File: config.mk
export PLATFORM = sky130hd
export DESIGN_NAME = fifo_wr_arb
export DESIGN_NICKNAME = d
export VERILOG_FILES = /design/src/rtl/fifo_wr_arb.sv
export SDC_FILE = /design/constraint.sdc
export NUM_CORES = 1
export LEC_CHECK = 0
export ABC_AREA = 0
export ABC_CLOCK_PERIOD_IN_PS = 1900
export CAP_MARGIN = 20
export CELL_PAD_IN_SITES_DETAIL_PLACEMENT = 2
export CELL_PAD_IN_SITES_GLOBAL_PLACEMENT = 2
export CORE_UTILIZATION = 18
export DETAILED_ROUTE_END_ITERATION = 8
export GPL_TIMING_DRIVEN = 0
export HOLD_SLACK_MARGIN = 0.05
export PLACE_DENSITY = 0.8
export SLEW_MARGIN = 0
export SYNTH_ARGS = -nofsm -noshare
export SYNTH_HDL_FRONTEND = slang
export SYNTH_SLANG_ARGS = --single-unit
File: constraint.sdc
create_clock -name clk -period 1.9 [get_ports clk]
set_input_delay 0.19 -clock clk [delete_from_list [all_inputs] [get_ports clk]]
set_output_delay 0.19 -clock clk [all_outputs]
set_load 0.03 [all_outputs]
File: src/rtl/fifo_wr_arb.sv
// fifo_wr_arb: round-robin arbiter sharing one FIFO write port among NREQ
// requesters, granting bursts of up to MAX_BURST beats and stalling on wfull.
// Optional burst watchdog enabled by defining FIFO_WR_ARB_WATCHDOG_EN.
module fifo_wr_arb #(
   parameter int unsigned  NREQ      = 4,
   parameter int unsigned  DSIZE     = 8,
   parameter int unsigned  MAX_BURST = 4,
   localparam int unsigned IDW       = $clog2(NREQ)
) (
   input  logic                  clk,
   input  logic                  rst,
   input  logic [NREQ-1:0]       req_valid,
   input  logic [NREQ-1:0]       req_last,
   input  logic [NREQ*DSIZE-1:0] req_data,
   output logic [NREQ-1:0]       req_ready,
   input  logic                  wfull,
   output logic                  winc,
   output logic [DSIZE-1:0]      wdata,
   output logic [IDW-1:0]        grant_id,
   output logic                  busy,
   output logic                  abort
);

   localparam int unsigned CW = $clog2(MAX_BURST + 1);

   typedef enum logic {IDLE, BURST} state_t;

   state_t                     state_q, state_d;
   logic [IDW-1:0]             owner_q, owner_d;
   logic [IDW-1:0]             last_q, last_d;
   logic [CW-1:0]              cnt_q, cnt_d;
   logic [IDW-1:0]             pick;
   logic                       found;
   logic [NREQ-1:0][DSIZE-1:0] data_arr;
`ifdef FIFO_WR_ARB_WATCHDOG_EN
   logic [3:0]                 idle_q, idle_d;
   logic                       abort_q, abort_d;
`endif

   assign data_arr = req_data;

   // Round-robin search: first valid requester after the last grant, wrapping.
   always_comb begin
      int unsigned idx;
      found = 1'b0;
      pick  = last_q;
      idx   = 0;
      for (int unsigned i = 1; i <= NREQ; i++) begin
         idx = (32'(last_q) + i) % NREQ;
         if (!found && req_valid[IDW'(idx)]) begin
            found = 1'b1;
            pick  = IDW'(idx);
         end
      end
   end

   // Next-state and write-port control.
   always_comb begin
      state_d   = state_q;
      owner_d   = owner_q;
      last_d    = last_q;
      cnt_d     = cnt_q;
      req_ready = '0;
      winc      = 1'b0;
      wdata     = '0;
`ifdef FIFO_WR_ARB_WATCHDOG_EN
      idle_d    = idle_q;
      abort_d   = 1'b0;
`endif
      case (state_q)
         IDLE: begin
`ifdef FIFO_WR_ARB_WATCHDOG_EN
            idle_d = '0;
`endif
            if (found) begin
               owner_d = pick;
               last_d  = pick;
               cnt_d   = '0;
               state_d = BURST;
            end
         end
         BURST: begin
            req_ready[owner_q] = !wfull;
            winc               = req_valid[owner_q] & !wfull;
            wdata              = data_arr[owner_q];
            if (winc) begin
               cnt_d = cnt_q + CW'(1);
               if (req_last[owner_q] || (cnt_q == CW'(MAX_BURST - 1))) begin
                  state_d = IDLE;
               end
            end
`ifdef FIFO_WR_ARB_WATCHDOG_EN
            // Owner gone quiet with room in the FIFO: count toward abort.
            if (winc) begin
               idle_d = '0;
            end else if (!req_valid[owner_q] && !wfull) begin
               if (idle_q == 4'd14) begin
                  idle_d  = '0;
                  abort_d = 1'b1;
                  state_d = IDLE;
               end else begin
                  idle_d = idle_q + 4'd1;
               end
            end
`endif
         end
         default: state_d = IDLE;
      endcase
   end

   // State registers with synchronous reset.
   always_ff @(posedge clk) begin
      if (rst) begin
         state_q <= IDLE;
         owner_q <= '0;
         last_q  <= IDW'(NREQ - 1);
         cnt_q   <= '0;
`ifdef FIFO_WR_ARB_WATCHDOG_EN
         idle_q  <= '0;
         abort_q <= 1'b0;
`endif
      end else begin
         state_q <= state_d;
         owner_q <= owner_d;
         last_q  <= last_d;
         cnt_q   <= cnt_d;
`ifdef FIFO_WR_ARB_WATCHDOG_EN
         idle_q  <= idle_d;
         abort_q <= abort_d;
`endif
      end
   end

   assign busy     = (state_q == BURST);
   assign grant_id = owner_q;
`ifdef FIFO_WR_ARB_WATCHDOG_EN
   assign abort    = abort_q;
`else
   assign abort    = 1'b0;
`endif

endmodule

Word level (Yosys, flattened, before mapping). Index checks and enable logic that the tools add are counted.

Flip-flop bits (word level): 8. Output and inout port bits: 17. Logic and storage cells: 66.

$add $sub $neg: 5. Magnitude comparators: 6. Equal/unequal tests: 3. Multiplexer cells: 34. Bitwise operators: 3. Reduce and logical (&&, ||, !) cells: 11.

Operator list (number): binary-select mux 8 bit (select 2 bit) (1); 2-to-1 mux 8 bit (2); < comparator 2 x 3 -> 1 bit, second input constant (5); 2-to-1 mux 1 bit (15); binary-select mux 1 bit (select 2 bit) (6); 2-to-1 mux 2 bit (4); 2-to-1 mux 3 bit (2); one-hot mux 3 bit (2 select lines) (1); adder 2 x 1 -> 2 bit, second input constant (2); adder 2 bit, second input constant (2); AND 4 bit (1); logical AND 1 bit (4); zero test 1 bit (4); 2-to-1 mux 4 bit (1); AND reduction 2 bit (2); adder 3 x 1 -> 3 bit, second input constant (1); equality test 3 x 2 -> 1 bit, second input constant (1); demux 1 bit (select 2 bit) (1); >= comparator 2 x 1 -> 1 bit, second input constant (1); != test 2 x 1 -> 1 bit, second input constant (1); != test 2 bit, second input constant (1); one-hot mux 1 bit (2 select lines) (1); AND 1 bit (1); logical OR 1 bit (1); NOT 1 bit (1).

Longest topological paths before layout.
Depth in word-level cells: 15. Gate-level depth with buffers: 6. Depth with buffers taken out: 5.

Least setup slack after synthesis. OpenSTA, ideal clock, no wires.

Kind: reg2out. Start: register owner_q[0], in the netlist grant_id[0]. End: output wdata[0]. Arrival: 1574 ps. Required time: 1710 ps. Slack: 136 ps. Stages on the path, launching flop included: 5. Buffers on the path: 2. Path through: dfxtp_1 buf_6 buf_6 mux4_2 and2_1.

Longest elaborated chain between the ends: 3.

Ends and longest elaborated chain: start: declaration (line 29) `logic [IDW-1:0] owner_q, owner_d;`; start signal: assignment (line 124) `owner_q <= owner_d;`; binary-select mux 8 bit (select 2 bit) (line 85) `wdata = data_arr[owner_q];`; 2-to-1 mux 8 bit (not written as such) (line 85); 2-to-1 mux 8 bit (line 70) `case (state_q)`; end: declaration (line 18) `output logic [DSIZE-1:0] wdata,`.

Every way passes these cells. The select of a mux whose other input is x is not followed.

Final worst setup path. Same ends and word-level chain as after synthesis.

==> summary.md <==
| Metric | Value |
|---|---|
| Hpwl dp | 2677 µm |
| Synth Net Count | 126 |
| Share of power burned in the clock network | 0.255 |
| Largest net degree at the start of global routing | 11 |
| Final hold vios | 0 |
| First drt pass iteration count | 4 |
| Cell count after synthesis | 81 |
| Power Density | 538.7 nW/µm² |
| Max Clock Freq | 542.8 MHz |
| Max_cap viols | 0 |
| Die height | 68.49 µm |
| Clock sinks | 8 |
| Initial Utilization | 0.1934 |
| Synth area leaders | mux4_2 (25%), dfxtp_1 (20%), and2_1 (6.3%) |
| CTS tree | yes |
| Switching Power | 261.4 µW |
| Startpoint types | flop |
| Initial antenna violation count | 0 |
| Synth Flop Type | dfxtp_1 |
| Post-synth EDFFs | 0 |
| Antenna-violating nets left | 0 |
| Clock latency on the worst-skew pair | 230 ps |
| Top cell type's share of synthesized area | 0.2547 |
| WL/cell | 17.01 µm |
| DRC | 0 |
| Hold Startpoint | rst |
| Post-synth ARST share | 0 |
| CTS clk-pin slew, worst paths | 40 ps |
| Critical R2R Launch | grant_id[0]$_SDFFE_PP0P_ |
| Post-layout util | 0.3645 |
| Area Overhead vs Synth | 88.52% |
| Most frequent cells in the layout | clkdlybuf4s50_1 (44), mux4_2 (9), nor2_1 (9) |
| Vias per cell | 4.686 |
| GRT Residual Overflow | 0 |
| Max Buffers Root-to-Sink | 2 |
| Setup crit start | grant_id[0]$_SDFFE_PP0P_ |
| Yosys warning total | 0 |
| Count of different cell masters after synthesis | 29 |
| IO buf count | 57 |
| Period utilisation layout | 0.9696 |
| Synth area leader | mux4_2 |
| ANT cells | 0 |
| Worst vdd ir | 0.2515 mV |
| Final setup fails | 0 |
| CP Max Fanout | 5 |
| Crit path kind | reg2out |
| First-pass GRT wire length | 4623 µm |
| Worst setup EP type | output port |
| Vias in the first global route | 969 |
| WP data arrival | 1650 ps |
| Leak | 0.0006043 µW |
| Max-slew violations | 0 |
| Die width | 68.49 µm |
| Share of layout cells above drive strength 1 | 0.2708 |
| Mapped cell area | 795.8 µm² |
| Site Rows | 23 |
| Die ar. | 4691 µm² |
| Status | finished clean |
| Internal power | 546.8 µW |
| DRT iter0 DRCs | 1 |
| Routed vias | 909 |
| Seq/Total Area, Yosys | 0.2013 |
| Fin crit period | 1842 ps |
| Worst Hold Class | in2reg |
| Logic pwr share | 0.505 |
| Final GP Congestion | 0.7335 |
| Register bit total from synthesis | 8 |
| Most common cell after layout, fill and taps aside | clkdlybuf4s50_1 |
| Clk_skew | 0.4638 ps |
| Hold_buf cts | 0 |
| Gr usage total | 0.1375 |
| Sw Ratio | 0.3235 |
| I/O pin count | 60 |
| Minimum hold slack | 335.7 ps |
| Final wirelength | 3299 µm |
| Syn Area/Cell | 9.824 µm² |
| H-tree levels | 1 |
| Clock Tree Root | clkbuf_8 |
| Nets | 191 |
| Core Region | 4115 µm² |
| CTS buffer count | 3 |
| Sequential Power Share | 0.240 |
| CP required | 1710 ps |
## registers in the layout (all words and copies together) (netlist names)
| name | flops |
|---|---|
| last_q | 2 |
| grant_id | 2 |
| cnt_q | 3 |
| busy | 1 |
## routing by layer
metal | wire, µm | track usage
met1 | 1228 | 0.1362
met2 | 1612 | 0.2684
met3 | 448 | 0.05428
met4 | 11 | 0.02344
met5 | 0 | 0
## synth_stat cells, types with 2 or more instances
| cell type | instances |
|---|---|
| buf_6 | 2 |
| nand3b_1 | 2 |
| nand2_1 | 3 |
| o221ai_1 | 2 |
| mux2i_1 | 2 |
| and2_1 | 8 |
| a211oi_2 | 2 |
| a21oi_1 | 5 |
| nand2b_1 | 2 |
| nand3_1 | 3 |
| ha_1 | 2 |
| buf_4 | 2 |
| nor2_1 | 9 |
| mux4_2 | 9 |
| dfxtp_1 | 8 |
| inv_1 | 6 |
| clkbuf_1 | 2 |
## kinds of logic after synthesis
logic type | after synthesis | share of synthesized area
multiplexers | 11 | 0.2799
flip-flops | 8 | 0.2013
other | 1 | 0.004712
adder cells (fa/ha/maj) | 2 | 0.03144
buffers and inverters | 14 | 0.09747
AND/OR/NAND/NOR | 31 | 0.2296
AO/OA/AOI/OAI | 14 | 0.1557
## power groups by stage
stage                     sequential, µW  combinational [µW]  clock, µW
after floorplan                      205                 204          0
after global placement               195                 385          0
after detailed placement             196                 396          0
after CTS                            194                 395        220
after global routing                 196                 436        225
final                                194                 408        206
## worst paths after layout
kind / cells past startpoint / slack [ps] / endpoint
setup reg to reg: 6 / 350 / busy$_SDFF_PP0_
hold reg to reg: 2 / 470 / cnt_q[1]$_SDFFE_PP0P_
hold / removal: 2 / 340 / cnt_q[1]$_SDFFE_PP0P_
setup / recovery: 5 / 60 / wdata[0]
## per-stage QoR
stage	TNS [ps]	worst slack [ps]	cells	instance area (µm²)	power, µW
3_3_place_gp	-1851	-279.6	188	1429	579.2
3_5_place_dp	-2168	-297.9	188	1429	592.8
6_report	0	57.83	194	1500	808.2
5_1_grt	-7.904	-7.904	194	1500	856.8
4_1_cts	0	28.04	193	1464	809.0
2_1_floorplan	0	136.3	81	795.8	408.6
## final cells by class
type,count,area [µm²]
clock buffer,3,41.29
buffer,7,61.31
sequential,8,162.7
multi-input combinational,59,560.5
timing repair buffer,60,584.3
fill,462,2615
tap,50,62.56
inverter,7,27.53
## critical path, stage by stage, from the launching register on
cell       delay, ps
dfxtp_2          330
buf_6            130
clkbuf_16        150
mux4_2           480
and2_1           160
buf_2            170
## repair_timing
action,in CTS,in global routing
endpoints found under the setup margin,12,8
endpoints found under the hold margin,0,0
gates cloned,0,1
gates resized for setup,49,12
setup buffers,2,0
(Power assumes the default switching activity.)
